$ cat src/rtl/life_pkg.sv
// Shared types and constants for the player lives/respawn sequencer.
package life_pkg;

  typedef enum logic [2:0] {
    ALIVE,
    DYING,
    RESPAWN,
    INVULN,
    GAMEOVER
  } life_state_t;

  localparam int unsigned LIVES_W   = 2;
  localparam int unsigned MAX_ICONS = 3;

  // Icon enables: bit i lit while more than i lives remain.
  function automatic logic [MAX_ICONS-1:0] icons_for(input logic [LIVES_W-1:0] n);
    logic [MAX_ICONS-1:0] v;
    for (int unsigned i = 0; i < MAX_ICONS; i++) begin
      v[i] = (32'(n) > 32'(i));
    end
    return v;
  endfunction

endpackage

$ cat src/rtl/frame_tick_sync.sv
// Brings an asynchronous frame-rate clock into the Clk domain and emits a
// one-cycle tick on each synchronised rising edge; the tick is consumed on
// the third Clk edge after async_in rises.
module frame_tick_sync (
  input  logic Clk,
  input  logic Reset,
  input  logic async_in,
  output logic tick
);

  logic sync_q1;
  logic sync_q2;
  logic hist_q;

  // Two-flop synchroniser followed by a history flop for edge detection.
  always_ff @(posedge Clk or posedge Reset) begin
    if (Reset) begin
      sync_q1 <= 1'b0;
      sync_q2 <= 1'b0;
      hist_q  <= 1'b0;
    end else begin
      sync_q1 <= async_in;
      sync_q2 <= sync_q1;
      hist_q  <= sync_q2;
    end
  end

  assign tick = sync_q2 & ~hist_q;

endmodule

$ cat src/rtl/life_ctrl.sv
// Lives/respawn sequencer for the player sprite and life-icon renderer.
// Optional feature: define LIFE_CTRL_EXTRA_LIFE_EN to add the extra_life input.
module life_ctrl
  import life_pkg::*;
#(
  parameter int unsigned NUM_LIVES      = 3,
  parameter int unsigned RESPAWN_FRAMES = 60,
  parameter int unsigned INVULN_FRAMES  = 120,
  parameter int unsigned BLINK_PERIOD   = 8
) (
  input  logic                 Clk,
  input  logic                 Reset,
  input  logic                 frame_clk,
  input  logic                 hit,
  input  logic                 restart,
`ifdef LIFE_CTRL_EXTRA_LIFE_EN
  input  logic                 extra_life,
`endif
  output logic [LIVES_W-1:0]   lives,
  output logic [MAX_ICONS-1:0] life_vis,
  output logic                 game_over,
  output logic                 player_freeze,
  output logic                 player_visible,
  output logic                 respawn
);

  localparam int unsigned MAX_FRAMES = (RESPAWN_FRAMES > INVULN_FRAMES) ? RESPAWN_FRAMES : INVULN_FRAMES;
  localparam int unsigned BLINK_BIT  = $clog2(BLINK_PERIOD);
  localparam int unsigned FCNT_MIN_W = $clog2(MAX_FRAMES + 1);
  // Counter must also be wide enough to hold the blink bit.
  localparam int unsigned FCNT_W     = (FCNT_MIN_W > BLINK_BIT) ? FCNT_MIN_W : BLINK_BIT + 1;

  localparam logic [LIVES_W-1:0] LIVES_INIT   = LIVES_W'(NUM_LIVES);
  localparam logic [FCNT_W-1:0]  RESPAWN_LAST = FCNT_W'(RESPAWN_FRAMES - 1);
  localparam logic [FCNT_W-1:0]  INVULN_LAST  = FCNT_W'(INVULN_FRAMES - 1);

  life_state_t          state_q, state_d;
  logic [FCNT_W-1:0]    fcnt_q, fcnt_d;
  logic [LIVES_W-1:0]   lives_d;
  logic [MAX_ICONS-1:0] life_vis_d;
  logic                 game_over_d;
  logic                 player_freeze_d;
  logic                 player_visible_d;
  logic                 respawn_d;
  logic                 ftick;

  frame_tick_sync u_tick (
    .Clk      (Clk),
    .Reset    (Reset),
    .async_in (frame_clk),
    .tick     (ftick)
  );

`ifdef LIFE_CTRL_EXTRA_LIFE_EN
  logic [LIVES_W-1:0] lives_inc;
  assign lives_inc = (lives < LIVES_INIT) ? lives + LIVES_W'(1) : lives;
`endif

  // Next-state, frame counter, lives and decoded next outputs.
  always_comb begin
    state_d = state_q;
    fcnt_d  = fcnt_q;
    lives_d = lives;

    if (restart) begin
      lives_d = LIVES_INIT;
      fcnt_d  = '0;
      state_d = RESPAWN;
    end else begin
      case (state_q)
        ALIVE: begin
          if (hit) begin
`ifdef LIFE_CTRL_EXTRA_LIFE_EN
            if (!extra_life) lives_d = lives - LIVES_W'(1);
`else
            lives_d = lives - LIVES_W'(1);
`endif
            fcnt_d  = '0;
            state_d = DYING;
          end
`ifdef LIFE_CTRL_EXTRA_LIFE_EN
          else if (extra_life) begin
            lives_d = lives_inc;
          end
`endif
        end
        DYING: begin
          if (ftick) begin
            if (fcnt_q == RESPAWN_LAST) begin
              state_d = (lives == '0) ? GAMEOVER : RESPAWN;
            end else begin
              fcnt_d = fcnt_q + FCNT_W'(1);
            end
          end
        end
        RESPAWN: begin
          fcnt_d  = '0;
          state_d = INVULN;
        end
        INVULN: begin
`ifdef LIFE_CTRL_EXTRA_LIFE_EN
          if (extra_life) lives_d = lives_inc;
`endif
          if (ftick) begin
            if (fcnt_q == INVULN_LAST) begin
              state_d = ALIVE;
            end else begin
              fcnt_d = fcnt_q + FCNT_W'(1);
            end
          end
        end
        GAMEOVER: begin
          state_d = GAMEOVER;
        end
        default: begin
          state_d = ALIVE;
        end
      endcase
    end

    life_vis_d      = icons_for(lives_d);
    game_over_d     = (state_d == GAMEOVER);
    player_freeze_d = (state_d == DYING) || (state_d == GAMEOVER);
    respawn_d       = (state_d == RESPAWN);
    case (state_d)
      INVULN:   player_visible_d = ~fcnt_d[BLINK_BIT];
      GAMEOVER: player_visible_d = 1'b0;
      default:  player_visible_d = 1'b1;
    endcase
  end

  // State, counter and registered outputs.
  always_ff @(posedge Clk or posedge Reset) begin
    if (Reset) begin
      state_q        <= ALIVE;
      fcnt_q         <= '0;
      lives          <= LIVES_INIT;
      life_vis       <= icons_for(LIVES_INIT);
      game_over      <= 1'b0;
      player_freeze  <= 1'b0;
      player_visible <= 1'b1;
      respawn        <= 1'b0;
    end else begin
      state_q        <= state_d;
      fcnt_q         <= fcnt_d;
      lives          <= lives_d;
      life_vis       <= life_vis_d;
      game_over      <= game_over_d;
      player_freeze  <= player_freeze_d;
      player_visible <= player_visible_d;
      respawn        <= respawn_d;
    end
  end

endmodule

$ cat config.mk
export PLATFORM = sky130hd
export DESIGN_NAME = life_ctrl
export DESIGN_NICKNAME = d
export VERILOG_FILES = /design/src/rtl/life_pkg.sv /design/src/rtl/frame_tick_sync.sv /design/src/rtl/life_ctrl.sv
export SDC_FILE = /design/constraint.sdc
export NUM_CORES = 1
export LEC_CHECK = 0
export CORE_AREA = 4 4 55 57
export CTS_BUF_LIST = sky130_fd_sc_hd__clkbuf_8 sky130_fd_sc_hd__clkbuf_16
export CTS_CLUSTER_SIZE = 28
export DETAILED_ROUTE_END_ITERATION = 6
export DIE_AREA = 0 0 59 61
export REMOVE_ABC_BUFFERS = 1
export SYNTH_ARGS = -nofsm -noshare
export SYNTH_HDL_FRONTEND = slang
export SYNTH_SLANG_ARGS = --single-unit
$ cat constraint.sdc
create_clock -name Clk -period 1.9 [get_ports Clk]
set_input_delay 0.38 -clock Clk [delete_from_list [all_inputs] [get_ports Clk]]
set_output_delay 0.38 -clock Clk [all_outputs]
set_load 0.02 [all_outputs]
==> metrics.txt, run 1 <==
# TYPE chip_impl_metric gauge
chip_impl_info{name="status",value="complete, no violations"} 1
chip_impl_info{name="ys.flop_type",value="sky130_fd_sc_hd__dfrtp_1"} 1
chip_impl_metric{name="place_ws",unit="ns"} 0.04719
chip_impl_metric{name="final_antenna_net_count",unit=""} 0
chip_impl_info{name="worstReg2RegStart",value="fcnt_q[0]"} 1
chip_impl_info{name="reg2reg_to",value="fcnt_q[4]"} 1
chip_impl_metric{name="layout-drive-gt1-share",unit=""} 0.2605
chip_impl_metric{name="grt.overflow.total",unit=""} 0
chip_impl_info{name="worst-setup-path-type",value="reg2reg"} 1
chip_impl_metric{name="power_frac_seq",unit=""} 0.579
chip_impl_metric{name="die_x",unit="um"} 59
chip_impl_metric{name="largest_register_ffs",unit=""} 7
chip_impl_metric{name="clkPwrFrac",unit=""} 0.356
chip_impl_metric{name="num_vias",unit=""} 791
chip_impl_info{name="hold_path_startpoint",value="u_tick.sync_q1"} 1
chip_impl_metric{name="postSynthAreaPerCell",unit="sq um"} 10.90
chip_impl_metric{name="reg2reg_setup_slack",unit="ns"} 0.08
chip_impl_metric{name="critical-path-max-stage-delay",unit="ns"} 0.54
chip_impl_metric{name="worst-endpoint-arrival",unit="ns"} 2.02
chip_impl_info{name="tritoncts_clock_tree",value="yes"} 1
chip_impl_info{name="cp_top_family",value="simple AND/OR/NAND/NOR gates"} 1
chip_impl_metric{name="worst_hold_path.num_cells",unit=""} 0
chip_impl_metric{name="timing.max_slew.rel_slack",unit=""} 0.7468
chip_impl_metric{name="initial_core_util",unit=""} 0.4444
chip_impl_metric{name="synth-edff-count",unit=""} 0
chip_impl_metric{name="setup_tns",unit="ns"} 0
chip_impl_info{name="largest_registers",value="fcnt_q (7), life_vis (3), state_q (3)"} 1
chip_impl_info{name="startpoint_type",value="register"} 1
chip_impl_metric{name="cts_max_path_buffers",unit=""} 2
chip_impl_info{name="cp-end-kind",value="register"} 1
chip_impl_metric{name="intPower",unit="uW"} 622.8
chip_impl_metric{name="dr.pass1.iters",unit=""} 4
chip_impl_metric{name="num_io_pins",unit=""} 14
chip_impl_metric{name="syn-instance-count",unit=""} 101
chip_impl_metric{name="utilization",unit=""} 0.5394
chip_impl_metric{name="worst-endpoint-required",unit="ns"} 2.10
chip_impl_metric{name="pwr_density_cell",unit="mW/mm^2"} 595.3
chip_impl_metric{name="detail_route.vias_per_cell",unit=""} 5.309
chip_impl_info{name="top_register",value="fcnt_q"} 1
chip_impl_metric{name="placeableCoreArea",unit="sq mm"} 0.002477
chip_impl_metric{name="share_comb_of_total_power",unit=""} 0.065
chip_impl_metric{name="total_power",unit="uW"} 795.5
chip_impl_metric{name="synth-seq-cells",unit=""} 21
chip_impl_metric{name="final_number_of_setup_violating_endpoints",unit=""} 0
chip_impl_metric{name="ffs_w_async_s_r_synth",unit=""} 1.000
chip_impl_metric{name="layout.filler_cells",unit=""} 234
chip_impl_metric{name="crit_fanout",unit=""} 5
chip_impl_metric{name="route.detailed.drc",unit=""} 0
chip_impl_metric{name="cts_inserted_buffers",unit=""} 3
chip_impl_info{name="crit_path_top_delay_cell",value="sky130_fd_sc_hd__or4_4"} 1
chip_impl_metric{name="irDropWorstVdd",unit="mV"} 0.4349
chip_impl_metric{name="die_area",unit="sq mm"} 0.003599
chip_impl_metric{name="yosys_warnings",unit=""} 0
chip_impl_info{name="critical_path.cell_chain",value="ha_1 -> nand2b_2 -> nor4_4 -> or4_4 -> nor3_1 -> a211o_1"} 1
chip_impl_metric{name="detailed_place_hpwl",unit="um"} 1640
chip_impl_metric{name="r2r_cells",unit=""} 6
chip_impl_metric{name="die_height",unit="um"} 61
chip_impl_metric{name="period_minus_slack",unit="ns"} 1.822
chip_impl_metric{name="globalplace.congestion",unit=""} 0.7900
chip_impl_metric{name="antenna_cells_inserted",unit=""} 0
chip_impl_info{name="synth.top_cells.by_count",value="16 x sky130_fd_sc_hd__dfrtp_1, 10 x sky130_fd_sc_hd__nand2_1, 8 x sky130_fd_sc_hd__nor2_1"} 1
chip_impl_metric{name="grt_max_degree",unit=""} 22
chip_impl_metric{name="timing_hold_violations_final",unit=""} 0
chip_impl_metric{name="netlist.area_leader.share",unit=""} 0.3636
chip_impl_metric{name="first_pass_grt_wire_length",unit="um"} 3767
chip_impl_info{name="worst_hold_path.endpoint",value="u_tick.sync_q2"} 1
chip_impl_info{name="synth.area.top_cells",value="sky130_fd_sc_hd__dfrtp_1 36%, sky130_fd_sc_hd__dfstp_2 12%, sky130_fd_sc_hd__nor4_4 3.9%"} 1
chip_impl_metric{name="actual_slew_at_the_worst_max_slew_pin",unit="ns"} 0.3798
chip_impl_metric{name="clock_insertion_delay_worst_skew",unit="ns"} 0.25
chip_impl_metric{name="drt_first_iter_violations",unit=""} 19
chip_impl_metric{name="antenna_violations_before_repair",unit=""} 0
chip_impl_metric{name="route.final.wire_length",unit="um"} 2181
chip_impl_metric{name="layout.nets",unit=""} 127
chip_impl_metric{name="via_count_of_the_first_global_routing_pass",unit=""} 862
chip_impl_metric{name="cts-htree-levels",unit=""} 1
chip_impl_metric{name="power.leakage",unit="uW"} 0.0005794
chip_impl_info{name="hold_class",value="reg2reg"} 1
chip_impl_metric{name="finClkSkew",unit="ns"} 0.002026
chip_impl_metric{name="seq_area_frac_synth",unit=""} 0.4830
chip_impl_metric{name="syn-cell-area",unit="sq mm"} 0.001101
chip_impl_metric{name="post_drt_wl_per_cell",unit="um"} 14.64
chip_impl_metric{name="cts_sinks",unit=""} 21
chip_impl_info{name="synthMostInstantiatedCell",value="sky130_fd_sc_hd__dfrtp_1"} 1
chip_impl_metric{name="placementRows",unit=""} 18
chip_impl_info{name="synthDominantAreaCellType",value="sky130_fd_sc_hd__dfrtp_1"} 1
chip_impl_metric{name="setup_ws",unit="ns"} 0.07766
chip_impl_metric{name="fin_crit_sh",unit=""} 0.9591
chip_impl_metric{name="p_sw_frac",unit=""} 0.2171
chip_impl_metric{name="maxCapViolCount",unit=""} 0
chip_impl_info{name="clockRootBuffer",value="sky130_fd_sc_hd__clkbuf_8"} 1
chip_impl_metric{name="max_freq",unit="GHz"} 0.5487
chip_impl_metric{name="cts.reportedPaths.clkPinSlew",unit="ns"} 0.07
chip_impl_metric{name="timing.final.max_slew_violations",unit=""} 0
chip_impl_metric{name="buffer_ports.inserted",unit=""} 13
chip_impl_metric{name="switching_power_summed_over_all_nets",unit="uW"} 172.7
chip_impl_metric{name="area.growth.synth_to_final",unit="%"} 21.36
chip_impl_metric{name="overall_track_demand_over_capacity_in_global_routing",unit=""} 0.1416
chip_impl_metric{name="yosys.cell_types.count",unit=""} 44
chip_impl_metric{name="critical_path.n_buffers_inverters",unit=""} 0
[routing by layer]
metal | part of all wire | up-vias | track usage
li1 | - | 397 | -
met1 | 0.49 | 375 | 0.1878
met2 | 0.46 | 15 | 0.2224
met3 | 0.032 | 4 | 0.02979
met4 | 0.011 | 0 | 0.06472
met5 | 0 | - | 0
[worst reg2reg max path, stage by stage, from the launching register on]
cell and delay, ns:
sky130_fd_sc_hd__dfrtp_1 0.40, sky130_fd_sc_hd__ha_1 0.26, sky130_fd_sc_hd__nand2b_2 0.16, sky130_fd_sc_hd__nor4_4 0.07, sky130_fd_sc_hd__or4_4 0.54, sky130_fd_sc_hd__nor3_1 0.21
sky130_fd_sc_hd__a211o_1 0.12
[cell families after synthesis]
| group | count (synthesis) | share of synthesized area |
|---|---|---|
| AND/OR/NAND/NOR | 41 | 0.2614 |
| AO/OA/AOI/OAI | 23 | 0.1603 |
| flip-flops | 21 | 0.4830 |
| buffers and inverters | 11 | 0.04658 |
| XOR/XNOR | 2 | 0.01591 |
| adder cells (fa/ha/maj) | 2 | 0.02272 |
| multiplexers | 1 | 0.01023 |
[power groups by stage]
stage	combinational, uW	clock [uW]	sequential (uW)
after floorplan	25.2	0	469
after global placement	51.9	0	469
after detailed placement	53.1	0	469
after CTS	53.0	296	460
after global routing	58.4	310	462
final	51.6	283	460
[area by class of cell]
cell class | instances | area (sq um) | area share
repair buffers | 18 | 167.7 | 0.1255
clock inverters | 1 | 5.005 | 0.003745
clock buffers | 3 | 41.29 | 0.03090
inverters | 7 | 26.28 | 0.01966
flip-flops and latches | 21 | 531.8 | 0.3979
well taps | 30 | 37.54 | 0.02809
multi-input cells | 69 | 526.8 | 0.3942
[timing repair]
item | CTS | global route
endpoints found under the hold margin | 0 | 0
buffers inserted | 0 | 0
resized for setup | 0 | 1
hold buffers | 0 | 0
endpoints found under the setup margin | 0 | 4
[stage by stage]
| step | instances | hold slack (ns) | cell area [sq um] |
|---|---|---|---|
| 6_report | 149 | 0.3521 | 1336 |
| 5_1_grt | 149 | 0.3593 | 1336 |
| 4_1_cts | 149 | 0.3533 | 1328 |
| 3_5_place_dp | 145 | 0.3355 | 1281 |
| 3_3_place_gp | 145 | 0.3333 | 1281 |
| 2_1_floorplan | 97 | 0.3312 | 1076 |
[how the worst max path moves through the flow]
stage                             end  slack (ns)         from  depth (start not counted)
after floorplan             fcnt_q[4]        0.22    fcnt_q[0]                          6
after global placement    life_vis[0]         0.1          hit                          5
after detailed placement  life_vis[0]        0.05          hit                          4
after CTS                 life_vis[1]        0.07  life_vis[1]                          1
after global routing        fcnt_q[0]     -0.0006    fcnt_q[3]                          5
final                       fcnt_q[4]        0.08    fcnt_q[0]                          6
[cell usage in the layout, fill, tap and decap left out, types with 2 or more instances in the layout]
cell and n:
sky130_fd_sc_hd__o21ai_2 2, sky130_fd_sc_hd__or3_1 2, sky130_fd_sc_hd__nand2b_1 3, sky130_fd_sc_hd__a22o_1 2, sky130_fd_sc_hd__clkdlybuf4s50_1 13, sky130_fd_sc_hd__ha_1 2, sky130_fd_sc_hd__nor4_4 3, sky130_fd_sc_hd__inv_1 6
sky130_fd_sc_hd__a211oi_2 2, sky130_fd_sc_hd__nand3_1 2, sky130_fd_sc_hd__o21ai_0 2, sky130_fd_sc_hd__nor3_1 2, sky130_fd_sc_hd__dfrtp_1 16, sky130_fd_sc_hd__nand2_1 10, sky130_fd_sc_hd__buf_4 5, sky130_fd_sc_hd__a21oi_1 4
sky130_fd_sc_hd__clkbuf_8 3, sky130_fd_sc_hd__dfstp_2 5, sky130_fd_sc_hd__nand2b_2 2, sky130_fd_sc_hd__nor2_1 8
No activity file was read; power rests on OpenSTA's default activity.
==> run 2: changes to the inputs <==
--- a/config.mk
+++ b/config.mk
@@ -5,11 +5,12 @@
 export SDC_FILE = /design/constraint.sdc
 export NUM_CORES = 1
 export LEC_CHECK = 0
-export CORE_AREA = 4 4 55 57
+export CORE_AREA = 2 2 56 52
 export CTS_BUF_LIST = sky130_fd_sc_hd__clkbuf_8 sky130_fd_sc_hd__clkbuf_16
 export CTS_CLUSTER_SIZE = 28
 export DETAILED_ROUTE_END_ITERATION = 6
-export DIE_AREA = 0 0 59 61
+export DIE_AREA = 0 0 58 54
+export PLACE_DENSITY = 0.65
 export REMOVE_ABC_BUFFERS = 1
 export SYNTH_ARGS = -nofsm -noshare
 export SYNTH_HDL_FRONTEND = slang
==> run 2 against run 1 <==
Clock power rose by 5%. Fmax decreased by 0.59%. Worst setup slack worse by 0.011 ns. Global-route usage rose by 1.6 points. Via count up 0.13%. Utilization is 3.4 points lower. Count of clock-buffer cells in the layout stayed put. Sequential power barely moved. Critical path type is now reg2out. Critical endpoint is now life_vis[1]. Highest routed layer unchanged.
==> metrics.txt, run 2 (synthesized netlist as in run 1, its figures left out) <==
# TYPE chip_impl_metric gauge
chip_impl_info{name="status",value="complete, no violations"} 1
chip_impl_metric{name="placementRows",unit=""} 18
chip_impl_metric{name="via_count_of_the_first_global_routing_pass",unit=""} 785
chip_impl_metric{name="irDropWorstVdd",unit="mV"} 0.4069
chip_impl_metric{name="intPower",unit="uW"} 623.3
chip_impl_info{name="crit_path_top_delay_cell",value="sky130_fd_sc_hd__clkdlybuf4s50_1"} 1
chip_impl_info{name="hold_class",value="reg2reg"} 1
chip_impl_metric{name="dr.pass1.iters",unit=""} 2
chip_impl_info{name="startpoint_type",value="register"} 1
chip_impl_metric{name="worst-endpoint-required",unit="ns"} 1.52
chip_impl_metric{name="max_freq",unit="GHz"} 0.5455
chip_impl_metric{name="detail_route.vias_per_cell",unit=""} 5.351
chip_impl_metric{name="timing.final.max_slew_violations",unit=""} 0
chip_impl_metric{name="largest_register_ffs",unit=""} 7
chip_impl_metric{name="drt_first_iter_violations",unit=""} 21
chip_impl_info{name="layout_commonest_cell",value="sky130_fd_sc_hd__dfrtp_1"} 1
chip_impl_metric{name="timing.max_slew.rel_slack",unit=""} 0.7531
chip_impl_metric{name="final_number_of_setup_violating_endpoints",unit=""} 0
chip_impl_metric{name="die_height",unit="um"} 54
chip_impl_metric{name="pwr_density_cell",unit="mW/mm^2"} 613.3
chip_impl_metric{name="setup_ws",unit="ns"} 0.06687
chip_impl_metric{name="p_sw_frac",unit=""} 0.2300
chip_impl_metric{name="actual_slew_at_the_worst_max_slew_pin",unit="ns"} 0.3704
chip_impl_metric{name="cts_max_path_buffers",unit=""} 2
chip_impl_metric{name="clkPwrFrac",unit=""} 0.368
chip_impl_metric{name="cts_inserted_buffers",unit=""} 3
chip_impl_metric{name="hold_buf_cts",unit=""} 0
chip_impl_info{name="most_frequent_cells_in_the_layout",value="16 x sky130_fd_sc_hd__dfrtp_1, 13 x sky130_fd_sc_hd__clkdlybuf4s50_1, 10 x sky130_fd_sc_hd__nand2_1, 8 x sky130_fd_sc_hd__nor2_1, 6 x sky130_fd_sc_hd__inv_1"} 1
chip_impl_metric{name="crit_fanout",unit=""} 4
chip_impl_metric{name="worst-endpoint-arrival",unit="ns"} 1.45
chip_impl_metric{name="power_frac_seq",unit=""} 0.568
chip_impl_metric{name="cts.reportedPaths.clkPinSlew",unit="ns"} 0.08
chip_impl_info{name="rsz0062_at_grt",value="false"} 1
chip_impl_metric{name="layout.nets",unit=""} 126
chip_impl_metric{name="buffer_ports.inserted",unit=""} 13
chip_impl_metric{name="globalplace.congestion",unit=""} 0.7677
chip_impl_metric{name="route.final.wire_length",unit="um"} 2106
chip_impl_metric{name="layout.filler_cells",unit=""} 241
chip_impl_metric{name="maxCapViolCount",unit=""} 0
chip_impl_metric{name="fin_crit_sh",unit=""} 0.9648
chip_impl_metric{name="clock_insertion_delay_worst_skew",unit="ns"} 0.26
chip_impl_info{name="top_register",value="fcnt_q"} 1
chip_impl_info{name="worst-setup-path-type",value="reg2out"} 1
chip_impl_metric{name="area.growth.synth_to_final",unit="%"} 19.89
chip_impl_metric{name="die_x",unit="um"} 58
chip_impl_metric{name="grt.overflow.total",unit=""} 0
chip_impl_info{name="clockRootBuffer",value="sky130_fd_sc_hd__clkbuf_8"} 1
chip_impl_metric{name="switching_power_summed_over_all_nets",unit="uW"} 186.2
chip_impl_metric{name="timing_hold_violations_final",unit=""} 0
chip_impl_metric{name="share_comb_of_total_power",unit=""} 0.064
chip_impl_metric{name="antenna_violations_before_repair",unit=""} 0
chip_impl_metric{name="num_vias",unit=""} 792
chip_impl_metric{name="critical-path-max-stage-delay",unit="ns"} 0.62
chip_impl_metric{name="number_of_placed_instances_with_taps_included",unit=""} 144
chip_impl_metric{name="critical_path.n_buffers_inverters",unit=""} 1
chip_impl_metric{name="cts-htree-levels",unit=""} 1
chip_impl_metric{name="total_power",unit="uW"} 809.5
chip_impl_metric{name="antenna_cells_inserted",unit=""} 0
chip_impl_info{name="cp-end-kind",value="output pin"} 1
chip_impl_metric{name="setup_tns",unit="ns"} 0
chip_impl_metric{name="num_io_pins",unit=""} 14
chip_impl_metric{name="detailed_place_hpwl",unit="um"} 1555
chip_impl_metric{name="period_minus_slack",unit="ns"} 1.833
chip_impl_metric{name="initial_core_util",unit=""} 0.4215
chip_impl_info{name="cp_top_family",value="buffers and inverters"} 1
chip_impl_metric{name="placeableCoreArea",unit="sq mm"} 0.002613
chip_impl_metric{name="power.leakage",unit="uW"} 0.0005753
chip_impl_metric{name="grt_max_degree",unit=""} 22
chip_impl_metric{name="layout-drive-gt1-share",unit=""} 0.2542
chip_impl_metric{name="final_antenna_net_count",unit=""} 0
chip_impl_metric{name="finClkSkew",unit="ns"} 0.003271
chip_impl_metric{name="post_cts.resized_instances",unit=""} 0
chip_impl_metric{name="cts_sinks",unit=""} 21
chip_impl_metric{name="first_pass_grt_wire_length",unit="um"} 3546
chip_impl_info{name="largest_registers",value="fcnt_q (7), life_vis (3), state_q (3)"} 1
chip_impl_metric{name="overall_track_demand_over_capacity_in_global_routing",unit=""} 0.1579
chip_impl_info{name="tritoncts_clock_tree",value="yes"} 1
chip_impl_metric{name="route.detailed.drc",unit=""} 0
chip_impl_metric{name="place_ws",unit="ns"} 0.03920
chip_impl_metric{name="post_layout_nonfiller_instances",unit=""} 148
chip_impl_metric{name="die_area",unit="sq mm"} 0.003132
chip_impl_metric{name="post_drt_wl_per_cell",unit="um"} 14.23
chip_impl_metric{name="post_cts_buffers",unit=""} 0
chip_impl_info{name="critical_path.cell_chain",value="clkdlybuf4s50_1"} 1
-- run 2: power by group through the flow --
stage | clock network (uW) | registers [uW] | logic, uW
2_1_floorplan | 0 | 469 | 25.2
3_3_place_gp | 0 | 468 | 51.8
3_5_place_dp | 0 | 469 | 52.5
4_1_cts | 305 | 460 | 52.4
5_1_grt | 326 | 461 | 57.4
6_report | 298 | 460 | 51.6
-- run 2: layout make-up --
class / count / area [sq um] / share of cell area
multi-input cells: 69 / 518.0 / 0.3924
repair buffers: 17 / 160.2 / 0.1213
well taps: 30 / 37.54 / 0.02844
inverters: 7 / 26.28 / 0.01991
clock inverters: 1 / 5.005 / 0.003791
clock buffers: 3 / 41.29 / 0.03128
flip-flops and latches: 21 / 531.8 / 0.4028
-- run 2: stage by stage --
stage	hold slack (ns)	instance area [sq um]	utilization
final	0.3625	1320	0.5053
after global placement	0.3347	1274	0.4875
after detailed placement	0.3448	1274	0.4875
after floorplan	0.3312	1076	-
after CTS	0.3662	1320	0.5053
after global routing	0.3658	1320	0.5053
-- run 2: metal layers --
metal	wire (um)	up-vias	track usage
met5	0	-	0
met4	39	0	0.09302
met3	60	5	0.03606
met2	1015	10	0.2500
met1	990	382	0.1988
li1	-	395	-
-- run 2: worst paths after layout --
kind | from | end | slack (ns) | cells past startpoint
max in group asynchronous | Reset | player_visible | 1.20 | 3
max | life_vis[1] | life_vis[1] | 0.07 | 1
min | u_tick.sync_q1 | u_tick.sync_q2 | 0.36 | 0
min reg2reg | u_tick.sync_q1 | u_tick.sync_q2 | 0.36 | 0
max reg2reg | fcnt_q[0] | fcnt_q[4] | 0.11 | 6
min in group asynchronous | Reset | u_tick.sync_q2 | 0.44 | 3
